[src/rtl/pixel_output_formatter_if.sv]
// Stream bundle for pixel_output_formatter: non-stallable 4-pixel input word
// and the ready/valid tagged output word.
interface pixel_output_formatter_if;
   logic         in_sof;
   logic [167:0] in_data_p;
   logic         in_data_valid;
   logic         out_ready;
   logic         out_valid;
   logic [143:0] out_data_p;
   logic [3:0]   out_pix_mask;
   logic         out_sof;
   logic         out_sol;
   logic         out_eol;
   logic         out_eof;

   modport master (
      output in_sof, in_data_p, in_data_valid, out_ready,
      input  out_valid, out_data_p, out_pix_mask, out_sof, out_sol, out_eol, out_eof
   );

   modport slave (
      input  in_sof, in_data_p, in_data_valid, out_ready,
      output out_valid, out_data_p, out_pix_mask, out_sof, out_sol, out_eol, out_eof
   );
endinterface

[src/rtl/pixel_output_formatter.sv]
// Clips decoder pixels to the coded bit depth, tags line/frame boundaries and
// the valid-pixel mask, and buffers words in a show-ahead FIFO for a ready/valid sink.
module pixel_output_formatter #(
   parameter int MAX_SLICE_WIDTH  = 2560,
   parameter int MAX_SLICE_HEIGHT = 4096,
   parameter int FIFO_DEPTH       = 16
) (
   input  logic                                 clk,
   input  logic                                 rst_n,
   input  logic                                 flush,
   input  logic [$clog2(MAX_SLICE_WIDTH)-1:0]   slice_width,
   input  logic [$clog2(MAX_SLICE_HEIGHT)-1:0]  slice_height,
   input  logic [3:0]                           bits_per_component,
   pixel_output_formatter_if.slave              bus,
   output logic [$clog2(FIFO_DEPTH):0]          fifo_level,
   output logic                                 overflow,
   output logic                                 frame_err
);
   localparam int WW = $clog2(MAX_SLICE_WIDTH);
   localparam int HW = $clog2(MAX_SLICE_HEIGHT);
   localparam int AW = $clog2(FIFO_DEPTH);
   localparam int EW = 144 + 4 + 4;

   typedef enum logic [1:0] {IDLE, ARMED, ACTIVE} state_t;

   function automatic logic [11:0] clip_comp(input logic signed [13:0] v, input logic [3:0] bpc);
      logic [12:0] maxval;
      maxval = (bpc >= 4'd12) ? 13'd4095 : 13'((13'd1 << bpc) - 13'd1);
      if (v < 0)
         clip_comp = 12'd0;
      else if ($signed({1'b0, maxval}) < v)
         clip_comp = maxval[11:0];
      else
         clip_comp = v[11:0];
   endfunction

   state_t          state_q, state_d;
   logic [WW-1:0]   col_q, col_d, width_q, width_d;
   logic [HW-1:0]   row_q, row_d, height_q, height_d;
   logic [3:0]      bpc_q, bpc_d;
   logic            frame_err_q, frame_err_d;
   logic            s1_valid_q, s1_valid_d;
   logic [143:0]    s1_data_q, s1_data_d;
   logic [3:0]      s1_mask_q, s1_mask_d;
   logic [3:0]      s1_tags_q, s1_tags_d;
   logic [AW:0]     wr_ptr_q, rd_ptr_q;
   logic            overflow_q;
   logic [EW-1:0]   mem_q [FIFO_DEPTH];

   // The sof word (ARMED, or in_sof this cycle) uses live config and zeroed counters.
   logic            start_w, accept_w, eol_w, eof_w;
   logic [WW-1:0]   cfg_w, col_cur, wpl_m1;
   logic [WW:0]     wpl_ext;
   logic [HW-1:0]   cfg_h, row_cur;
   logic [3:0]      cfg_bpc, mask_w;
   logic [1:0]      rem_w;
   logic [143:0]    clip_data_w;

   assign start_w  = bus.in_sof || (state_q == ARMED);
   assign accept_w = bus.in_data_valid && (start_w || (state_q == ACTIVE));
   assign cfg_w    = start_w ? slice_width        : width_q;
   assign cfg_h    = start_w ? slice_height       : height_q;
   assign cfg_bpc  = start_w ? bits_per_component : bpc_q;
   assign col_cur  = start_w ? '0 : col_q;
   assign row_cur  = start_w ? '0 : row_q;
   assign wpl_ext  = ({1'b0, cfg_w} + (WW+1)'(3)) >> 2;
   assign wpl_m1   = wpl_ext[WW-1:0] - WW'(1);
   assign rem_w    = cfg_w[1:0];
   assign eol_w    = (col_cur == wpl_m1);
   assign eof_w    = eol_w && (row_cur == cfg_h - HW'(1));
   assign mask_w   = (eol_w && rem_w != 2'd0) ? 4'((4'd1 << rem_w) - 4'd1) : 4'hF;

   for (genvar gi = 0; gi < 12; gi++) begin : g_clip
      assign clip_data_w[gi*12 +: 12] =
         clip_comp(bus.in_data_p[gi*14 +: 14], cfg_bpc) & {12{mask_w[gi/3]}};
   end

   always_comb begin
      state_d     = state_q;
      col_d       = col_q;
      row_d       = row_q;
      width_d     = width_q;
      height_d    = height_q;
      bpc_d       = bpc_q;
      frame_err_d = frame_err_q;
      s1_valid_d  = 1'b0;
      s1_data_d   = '0;
      s1_mask_d   = '0;
      s1_tags_d   = '0;
      if (bus.in_sof) begin
         state_d = ARMED;
         col_d   = '0;
         row_d   = '0;
         if (state_q == ACTIVE) frame_err_d = 1'b1;
      end
      if (bus.in_data_valid && !accept_w) frame_err_d = 1'b1;
      if (accept_w) begin
         s1_valid_d = 1'b1;
         s1_data_d  = clip_data_w;
         s1_mask_d  = mask_w;
         s1_tags_d  = {start_w, col_cur == '0, eol_w, eof_w};
         if (start_w) begin
            width_d  = slice_width;
            height_d = slice_height;
            bpc_d    = bits_per_component;
         end
         if (eol_w) begin
            col_d   = '0;
            row_d   = row_cur + HW'(1);
            state_d = eof_w ? IDLE : ACTIVE;
         end else begin
            col_d   = col_cur + WW'(1);
            state_d = ACTIVE;
         end
      end
   end

   logic          full_w, pop_w, push_ok_w;
   logic [EW-1:0] head_w;

   assign fifo_level    = wr_ptr_q - rd_ptr_q;
   assign full_w        = (fifo_level == (AW+1)'(FIFO_DEPTH));
   assign bus.out_valid = (wr_ptr_q != rd_ptr_q);
   assign pop_w         = bus.out_valid && bus.out_ready;
   assign push_ok_w     = s1_valid_q && (!full_w || pop_w);
   assign head_w        = bus.out_valid ? mem_q[rd_ptr_q[AW-1:0]] : '0;

   assign bus.out_data_p   = head_w[EW-1:8];
   assign bus.out_pix_mask = head_w[7:4];
   assign bus.out_sof      = head_w[3];
   assign bus.out_sol      = head_w[2];
   assign bus.out_eol      = head_w[1];
   assign bus.out_eof      = head_w[0];
   assign overflow         = overflow_q;
   assign frame_err        = frame_err_q;

   always_ff @(posedge clk or negedge rst_n) begin
      if (!rst_n) begin
         state_q     <= IDLE;
         col_q       <= '0;
         row_q       <= '0;
         width_q     <= '0;
         height_q    <= '0;
         bpc_q       <= '0;
         frame_err_q <= 1'b0;
         s1_valid_q  <= 1'b0;
         s1_data_q   <= '0;
         s1_mask_q   <= '0;
         s1_tags_q   <= '0;
         wr_ptr_q    <= '0;
         rd_ptr_q    <= '0;
         overflow_q  <= 1'b0;
      end else if (flush) begin
         state_q     <= IDLE;
         col_q       <= '0;
         row_q       <= '0;
         frame_err_q <= 1'b0;
         s1_valid_q  <= 1'b0;
         wr_ptr_q    <= '0;
         rd_ptr_q    <= '0;
         overflow_q  <= 1'b0;
      end else begin
         state_q     <= state_d;
         col_q       <= col_d;
         row_q       <= row_d;
         width_q     <= width_d;
         height_q    <= height_d;
         bpc_q       <= bpc_d;
         frame_err_q <= frame_err_d;
         s1_valid_q  <= s1_valid_d;
         s1_data_q   <= s1_data_d;
         s1_mask_q   <= s1_mask_d;
         s1_tags_q   <= s1_tags_d;
         if (push_ok_w) wr_ptr_q <= wr_ptr_q + (AW+1)'(1);
         if (pop_w)     rd_ptr_q <= rd_ptr_q + (AW+1)'(1);
         if (s1_valid_q && !push_ok_w) overflow_q <= 1'b1;
      end
   end

   always_ff @(posedge clk) begin
      if (push_ok_w && !flush)
         mem_q[wr_ptr_q[AW-1:0]] <= {s1_data_q, s1_mask_q, s1_tags_q};
   end
endmodule
[src/flat_wrapper.sv]
// flat-port wrapper written by rule: the top's interface ports become plain ports
module pixel_output_formatter_flat 
#(
   parameter int MAX_SLICE_WIDTH  = 2560,
   parameter int MAX_SLICE_HEIGHT = 4096,
   parameter int FIFO_DEPTH       = 16
)
  (clk, rst_n, flush, slice_width, slice_height, bits_per_component, fifo_level, overflow, frame_err, bus_in_sof, bus_in_data_p, bus_in_data_valid, bus_out_ready, bus_out_valid, bus_out_data_p, bus_out_pix_mask, bus_out_sof, bus_out_sol, bus_out_eol, bus_out_eof);
  pixel_output_formatter_if bus_i ();
  input  logic clk;
  input  logic rst_n;
  input  logic flush;
  input  logic [$clog2(MAX_SLICE_WIDTH)-1:0] slice_width;
  input  logic [$clog2(MAX_SLICE_HEIGHT)-1:0] slice_height;
  input  logic [3:0] bits_per_component;
  output logic [$clog2(FIFO_DEPTH):0] fifo_level;
  output logic overflow;
  output logic frame_err;
  input wire logic [$bits(bus_i.in_sof)-1:0] bus_in_sof;
  input wire logic [$bits(bus_i.in_data_p)-1:0] bus_in_data_p;
  input wire logic [$bits(bus_i.in_data_valid)-1:0] bus_in_data_valid;
  input wire logic [$bits(bus_i.out_ready)-1:0] bus_out_ready;
  output wire logic [$bits(bus_i.out_valid)-1:0] bus_out_valid;
  output wire logic [$bits(bus_i.out_data_p)-1:0] bus_out_data_p;
  output wire logic [$bits(bus_i.out_pix_mask)-1:0] bus_out_pix_mask;
  output wire logic [$bits(bus_i.out_sof)-1:0] bus_out_sof;
  output wire logic [$bits(bus_i.out_sol)-1:0] bus_out_sol;
  output wire logic [$bits(bus_i.out_eol)-1:0] bus_out_eol;
  output wire logic [$bits(bus_i.out_eof)-1:0] bus_out_eof;
  assign bus_i.in_sof = bus_in_sof;
  assign bus_i.in_data_p = bus_in_data_p;
  assign bus_i.in_data_valid = bus_in_data_valid;
  assign bus_i.out_ready = bus_out_ready;
  assign bus_out_valid = bus_i.out_valid;
  assign bus_out_data_p = bus_i.out_data_p;
  assign bus_out_pix_mask = bus_i.out_pix_mask;
  assign bus_out_sof = bus_i.out_sof;
  assign bus_out_sol = bus_i.out_sol;
  assign bus_out_eol = bus_i.out_eol;
  assign bus_out_eof = bus_i.out_eof;
  pixel_output_formatter #(.MAX_SLICE_WIDTH(MAX_SLICE_WIDTH), .MAX_SLICE_HEIGHT(MAX_SLICE_HEIGHT), .FIFO_DEPTH(FIFO_DEPTH)) u_core (.clk(clk), .rst_n(rst_n), .flush(flush), .slice_width(slice_width), .slice_height(slice_height), .bits_per_component(bits_per_component), .bus(bus_i), .fifo_level(fifo_level), .overflow(overflow), .frame_err(frame_err));
endmodule
[config.mk]
export PLATFORM = sky130hd
export DESIGN_NAME = pixel_output_formatter_flat
export DESIGN_NICKNAME = d
export VERILOG_FILES = /design/src/rtl/pixel_output_formatter_if.sv /design/src/rtl/pixel_output_formatter.sv /design/src/flat_wrapper.sv
export SDC_FILE = /design/constraint.sdc
export NUM_CORES = 2
export LEC_CHECK = 0
export BUFFER_PORTS_ARGS = -buffer_cell sky130_fd_sc_hd__buf_4
export CAP_MARGIN = 20
export CORE_MARGIN = 2
export CORE_UTILIZATION = 25
export DETAILED_ROUTE_END_ITERATION = 8
export PLACE_DENSITY = 0.45
export SETUP_SLACK_MARGIN = 0.02
export SLEW_MARGIN = 20
export SYNTH_ARGS = -nofsm -noshare
export SYNTH_HDL_FRONTEND = slang
export SYNTH_SLANG_ARGS = --single-unit
[constraint.sdc]
create_clock -name clk -period 13.1 [get_ports clk]
set_input_delay 3.93 -clock clk [delete_from_list [all_inputs] [get_ports clk]]
set_output_delay 3.93 -clock clk [all_outputs]
set_load 0.01 [all_outputs]
==> Word level (Yosys, flattened, before mapping) <==
Memory sizes are Yosys's and may differ from the RTL's.
Index checks and enable logic that the tools add are counted.
{ "classes": {"n_addsub": 10, "n_eq_ne": 6, "div": 0, "mux": 62, "reduce_logical": 25, "order_cmp": 25, "shifts": 2, "n_mul": 0, "bitwise_logic": 13} }
{ "ops": {"columns": ["cell", "count"], "rows": [
  ["12-bit 2-to-1 mux", 36],
  ["14-bit by 1-bit < comparator with 1-bit output (second input constant)", 12],
  ["14-bit < comparator", 12],
  ["152-bit 2-to-1 mux", 1],
  ["12-bit bitwise AND", 12],
  ["144-bit 2-to-1 mux", 1],
  ["12-bit by 1-bit adder with 12-bit output (second input constant)", 2],
  ["12-bit equality test", 2],
  ["5-bit 2-to-1 mux", 4],
  ["4-bit 2-to-1 mux", 4],
  ["12-bit by 2-bit adder with 13-bit output (second input constant)", 1],
  ["13-bit 2-to-1 mux", 1],
  ["1-bit by 4-bit left shift with 13-bit output (first input constant)", 1],
  ["13-bit by 1-bit subtractor with 13-bit output (second input constant)", 1],
  ["12-bit logical NOT", 1],
  ["11-bit by 1-bit subtractor with 12-bit output (second input constant)", 1],
  ["12-bit by 1-bit subtractor with 12-bit output (second input constant)", 1],
  ["5-bit by 1-bit adder with 5-bit output (second input constant)", 2],
  ["1-bit 2-to-1 mux", 10],
  ["2-bit 2-to-1 mux", 5],
  ["3-bit nonzero test", 3],
  ["1-bit logical AND", 8],
  ["2-bit nonzero test", 4],
  ["5-bit equality test (second input constant)", 1],
  ["11 further kinds", 17]
]} }
{ "word_totals": {"rom_bits": 0, "reg_bits": 219, "ramBits": 2432, "latchBits": 0, "inputBits": 202, "wordCells": 158, "memories": 1} }
{ "mem_list": {"columns": ["name", "words", "width", "rd", "rd_ports_with_merged_regs", "write_ports", "line_no", "source"], "rows": [
  ["u_core.mem_q", 16, 152, 1, 0, 1, "pixel_output_formatter.sv:48", "logic [EW-1:0] mem_q [FIFO_DEPTH];"]
]} }

==> Depth between registers and ports, before layout <==
{ "logic_depth": {"depth_word": 11, "depth_mapped": 26, "depth_no_buf": 19} }

==> Least setup slack after synthesis <==
OpenSTA, ideal clock, no wires.
{ "synth_path": {"path_type": "input to register", "startpoint": "input port bus_out_ready", "endpoint": "memory u_core.mem_q[0][0] (netlist name) (enable)", "arrival_ns": 15.277, "slack_ns": -3.027, "path_buffers": 1, "stages": 7, "cell_sequence": "and2_1 -> clkbuf_1 -> nor4b_1 -> nor2b_1 -> nor2b_1 -> nand2_1 -> nor3_1"} }
{ "synth_between": {"elab_chain_len": 6} }
{ "synth_lines": {"columns": ["element", "line_no", "source"], "rows": [
  ["start: declaration", "flat_wrapper.sv:22", "input wire logic [$bits(bus_i.out_ready)-1:0] bus_out_ready;"],
  ["1-bit logical AND", "pixel_output_formatter.sv:124", "assign pop_w = bus.out_valid && bus.out_ready;"],
  ["1-bit logical OR", "pixel_output_formatter.sv:125", "assign push_ok_w = s1_valid_q && (!full_w || pop_w);"],
  ["1-bit logical AND", "pixel_output_formatter.sv:125", null],
  ["1-bit logical AND", "pixel_output_formatter.sv:181", "if (push_ok_w && !flush)"],
  ["1-bit 2-to-1 mux", "pixel_output_formatter.sv:181", null],
  ["1-bit 2-to-1 mux (implied by the code)", "pixel_output_formatter.sv:182", "mem_q[wr_ptr_q[AW-1:0]] <= {s1_data_q, s1_mask_q, s1_tags_q};"],
  ["end: declaration", "pixel_output_formatter.sv:48", null]
]} }
Every way passes these cells.

==> Final worst setup path <==
{ "layout_path": {"startpoint": "register u_core.rd_ptr_q[1]", "endpoint": "output port bus_out_data_p[88]"} }
{ "layout_between": {"elab_chain_len": 2, "elab_cells_between_ends": 3, "classes_between": "eq/ne: 1; mux: 1; memory: 1"} }
{ "layout_lines": {"columns": ["element", "line_no", "source"], "rows": [
  ["start: declaration", "pixel_output_formatter.sv:46", "logic [AW:0] wr_ptr_q, rd_ptr_q;"],
  ["start signal: assignment", "pixel_output_formatter.sv:175", "if (pop_w) rd_ptr_q <= rd_ptr_q + (AW+1)'(1);"],
  ["memory read 16 x 152 bit or 5-bit inequality test (tied branches)", null, null],
  ["152-bit 2-to-1 mux (*)", "pixel_output_formatter.sv:126", "assign head_w = bus.out_valid ? mem_q[rd_ptr_q[AW-1:0]] : '0;"],
  ["end: declaration", "flat_wrapper.sv:24", "output wire logic [$bits(bus_i.out_data_p)-1:0] bus_out_data_p;"]
]} }
Every way passes the cells marked *; elsewhere a longest branch is shown, timed or not.

==> impl_summary.log <==
[metrics] result of the run: complete, no violations
[metrics] Worst Setup Slack, final: 3.93 ns
[metrics] Post-Syn Area: 108,000 um^2
[metrics] worst setup slack after placement: 2.90 ns
[metrics] final standard cell area without fillers: around 130,000 um^2
[metrics] synthesized instance count: between 5,000 and 6,000
[metrics] clock root buffer: sky130_fd_sc_hd__clkbuf_16
[metrics] Top-Level Pins: about 360
[metrics] number of levels in the clock H-tree: 5
[metrics] total congestion overflow: 0
[metrics] Final nets: around 6,300
[metrics] Synthesized Nets: ~5,700
[metrics] top achievable clock speed: approximately 110 MHz
[metrics] type of origin of the critical path: flop
[metrics] starting density of the core: 25.1%
[metrics] startpoint of the worst-slack reg-to-reg timing path: u_core.rd_ptr_q[2]
[metrics] Met1 Routed Length: between 100,000 and 150,000 um
[metrics] top cells by area, synth: sky130_fd_sc_hd__edfxtp_1 (68%), sky130_fd_sc_hd__mux4_2 (16%), sky130_fd_sc_hd__dfrtp_1 (5.1%)
[metrics] count of TritonRoute iterations in the first routing pass: 5
[metrics] endpoint kind of the worst setup timing path: output pin
[metrics] clock buffer count from CTS: slightly above 300
[metrics] total wirelength of the detailed-routed design: approximately 350,000 um
[metrics] Setup Viol. Count Final: 0
[metrics] post-synthesis cell type with the largest combined area: sky130_fd_sc_hd__edfxtp_1
[metrics] worst hold slack: ~0.53 ns
[metrics] number of rows in the core area: around 240
[metrics] routed wire length per instance: approximately 29 um
[metrics] Netlist cell types: 88
[metrics] area taken by flip-flops and latches: 78,500 um^2
[metrics] startpoint-to-endpoint class of the critical path: reg -> out
[metrics] CTS tree: done
[metrics] max-cap check violation count: 0
[metrics] share of synthesized flip-flops with an asynchronous set or reset: just over 8%
[metrics] top sig layer: met5
[metrics] full die area: around 440,000 um^2
[metrics] initial antenna violation count: 62
[metrics] clock transition at the register clock pins on the worst setup and hold paths after CTS: roughly 0.060 ns
[metrics] top cell type's share of synthesized area: 67.6%
[metrics] via count of the first global-routing pass: between 50,000 and 60,000
[metrics] Worst EP arrival: around 5.2 ns
[metrics] launch instance of the worst min-delay path: u_core.height_q[11]
[metrics] final-report hold violation count: 0
[metrics] DP Wirelength: about 200,000 um
[metrics] initial DRC count: 4,810
[metrics] via density per instance: 4.68
[metrics] Hold WC Path Type: reg -> reg
[metrics] number of pins exceeding their max-slew limit in the final report: 0
[metrics] # Post-CTS Setup Buffers: 0
[metrics] worst reg-to-reg path cell count: 13
[metrics] CP cell instances: buf_4, buf_4, mux4_2, mux4_2, and2_1, buf_4
[metrics] relative max-transition margin: a little under a quarter
[metrics] required time at the endpoint of the critical path: slightly above 9 ns
[metrics] final period demand of the worst path: between 9 and 10 ns
[metrics] via count of the routed design: 55,500
[metrics] final clock skew: approximately 0.051 ns
[metrics] Bufs on Longest Clock Path: 4
[metrics] number of I/O port buffers: 361
[metrics] largest net degree at the start of global routing: between 100 and 150
[metrics] sequential element share of the synthesized area: between 70% and 80%
[metrics] max incr delay on CP: around 1.0 ns
[metrics] Overall Global Routing Usage: between 10% and 20%
[metrics] global-route wire length before repair: between 400,000 and 500,000 um
[metrics] Most Frequent Cell on Critical Path: sky130_fd_sc_hd__buf_4
[metrics] met3 routed wirelength: 15,000 um
[metrics] remaining design rule violation count: 0
[metrics] setup TNS: 0 ns
[metrics] Die Ht: ~660 um
[metrics] WL met2: between 150,000 and 200,000 um
[metrics] FF-to-FF setup slack: about 5.7 ns
[metrics] leakage power summed over all cells: ~42 nW
[metrics] standard cell area after detailed placement: roughly 120,000 um^2
[metrics] Antenna Nets Post-Route: 0
[metrics] EDFF count, synth: around 2,400
[metrics] fraction of layout cells with a size suffix above 1: ~29%
[metrics] Core Footprint: 431,000 um^2
[metrics] Worst Tran Pin Value: ~1.2 ns
[metrics] maximum vdd drop: ~96 uV
[metrics] number of filler instances in the final layout: approximately 42,000
[metrics] Layout area overhead: 18.4%
[metrics] hold-critical path depth: 1
[metrics] Skew-Pair Late Insertion Delay: 0.94 ns
[metrics] most used flip-flop cell after synthesis: sky130_fd_sc_hd__edfxtp_1
[metrics] final worst-path cycle share: roughly 70%
[metrics] non-filler cells in the finished layout: approximately 12,000
[metrics] worst reg2reg path endpoint: u_core.mem_q[3][24]
[metrics] footprint of the multi-input gates: 28,000 um^2
[metrics] mean post-synth cell area: 20.1 um^2
[metrics] Worst Hold Path EP: u_core.height_q[11]
[metrics] RSZ-0062 raised after global routing: false
[metrics] P per Cell Area: about 160 nW/um^2
[metrics] synthesis warning total: 0
[metrics] RD Place Congestion: slightly below 0.8
[metrics] worst-path fanout max: 66
[metrics] number of hold-repair buffers added at the cts stage: 0
[metrics] slowest stage cell, crit path: sky130_fd_sc_hd__dfrtp_4
[metrics] post-synthesis register bit count: 2,651
[metrics] die extent in x: 661 um
[metrics] cells resized by post-CTS repair: 0
[metrics] clock sink total: between 2,000 and 3,000
[metrics] cell total after placement: about 11,000
cell families (layout without fill, tap and decap cells):
kind of cell | count (synthesis) | in the layout | share of synthesized area, %
compound gates | 438 | 438 | 2.63
xor+xnor | 60 | 60 | 0.506
fa+ha+maj | 160 | 160 | 1.86
buf+inv | 465 | 1215 | 1.69
flops | 2651 | 2651 | 72.7
mux | 937 | 937 | 17.5
other cells | 0 | 26 | 0
simple gates | 663 | 663 | 3.14
layout make-up:
| type | instances | share of cell area, % |
|---|---|---|
| Inverter | 181 | 0.537 |
| Multi-Input combinational cell | 2258 | 21.9 |
| Tap cell | 5710 | 5.58 |
| Clock buffer | 383 | 6.26 |
| Sequential cell | 2651 | 61.4 |
| Antenna cell | 26 | 0.0509 |
| Timing Repair Buffer | 496 | 3.13 |
| Clock inverter | 155 | 1.18 |
flip-flops by register name (all words and copies together) (netlist names):
register and flops:
u_core.bpc_q 4, u_core.col_q 12, u_core.frame_err 1, u_core.height_q 12, u_core.mem_q 2432, u_core.overflow 1, u_core.rd_ptr_q 5, u_core.row_q 12
u_core.s1_data_q 144, u_core.s1_mask_q 4, u_core.s1_tags_q 4, u_core.s1_valid_q 1, u_core.state_q 2, u_core.width_q 12, u_core.wr_ptr_q 5
per-layer routing:
layer  GRT usage [%]  vias up
met5               0        -
met4            4.76       30
met3            2.22      476
met2            27.1     1412
met1            20.2    30500
li1                -    23100
report_power, final:
part	internal [mW]	switching, mW
clock network	4.75	3.50
logic	1.20	1.51
registers	9.40	0.245
total	15.4	5.25
per-stage QoR:
step           util [%]  total power, mW
2_1_floorplan         -             11.3
6_report           29.7             20.6
3_3_place_gp       27.5             12.6
5_1_grt            29.7             21.4
4_1_cts            29.7             20.9
3_5_place_dp       27.5             12.6
cells in the mapped netlist, drive strengths merged, types with 5 or more instances:
master	instances
a21oi	50
nor4	11
a22o	6
o21ai	197
nand3	43
a211oi	18
dfrtp	219
o21a	8
mux2	23
xnor2	39
buf	97
nor3b	11
nor2	72
and3	18
mux4	760
clkbuf	187
and2	159
o22ai	7
a21boi	6
nor3	31
a2111oi	5
inv	180
mux2i	154
nand2b	6
o31ai	7
or3	10
ha	159
a32o	11
xor2	20
a21o	32
nand4	32
o2111ai	7
a41o	5
nand2	233
nor2b	14
edfxtp	2432
a31oi	15
a221oi	5
and4	5
o211ai	21
or4	6
worst max-delay path: cells and delay by family (launching register included):
kind / cells / cell delay [ns]
flops: 1 / 1.01
mux: 2 / 0.97
simple gates: 1 / 0.19
buf+inv: 3 / 1.89
worst max path at each step:
| stage | start | to | slack, ns | depth (start not counted) |
|---|---|---|---|---|
| after floorplan | bus_out_ready | u_core.mem_q[12][0] | 1.06 | 7 |
| final | u_core.rd_ptr_q[1] | bus_out_data_p[88] | 3.93 | 6 |
| after CTS | u_core.rd_ptr_q[1] | bus_out_data_p[73] | 3.81 | 6 |
| after detailed placement | bus_in_sof | u_core.s1_data_q[133] | 2.90 | 18 |
| after global routing | bus_in_sof | u_core.s1_data_q[95] | 3.70 | 18 |
| after global placement | bus_in_sof | u_core.s1_data_q[133] | 2.99 | 18 |
cell usage in the layout, fill, tap and decap left out, drive strengths merged, types with 14 or more instances in the layout:
cell,count
edfxtp,2432
mux4,760
buf,495
clkbuf,384
nand2,233
dfrtp,219
inv,204
o21ai,197
ha,159
and2,159
mux2i,154
clkinv,101
nor2,72
a21oi,50
nand3,43
xnor2,39
a21o,32
nand4,32
nor3,31
diode,26
mux2,23
o211ai,21
xor2,20
bufinv,20
and3,18
a211oi,18
a31oi,15
nor2b,14
No activity file was read; power rests on OpenSTA's default activity.
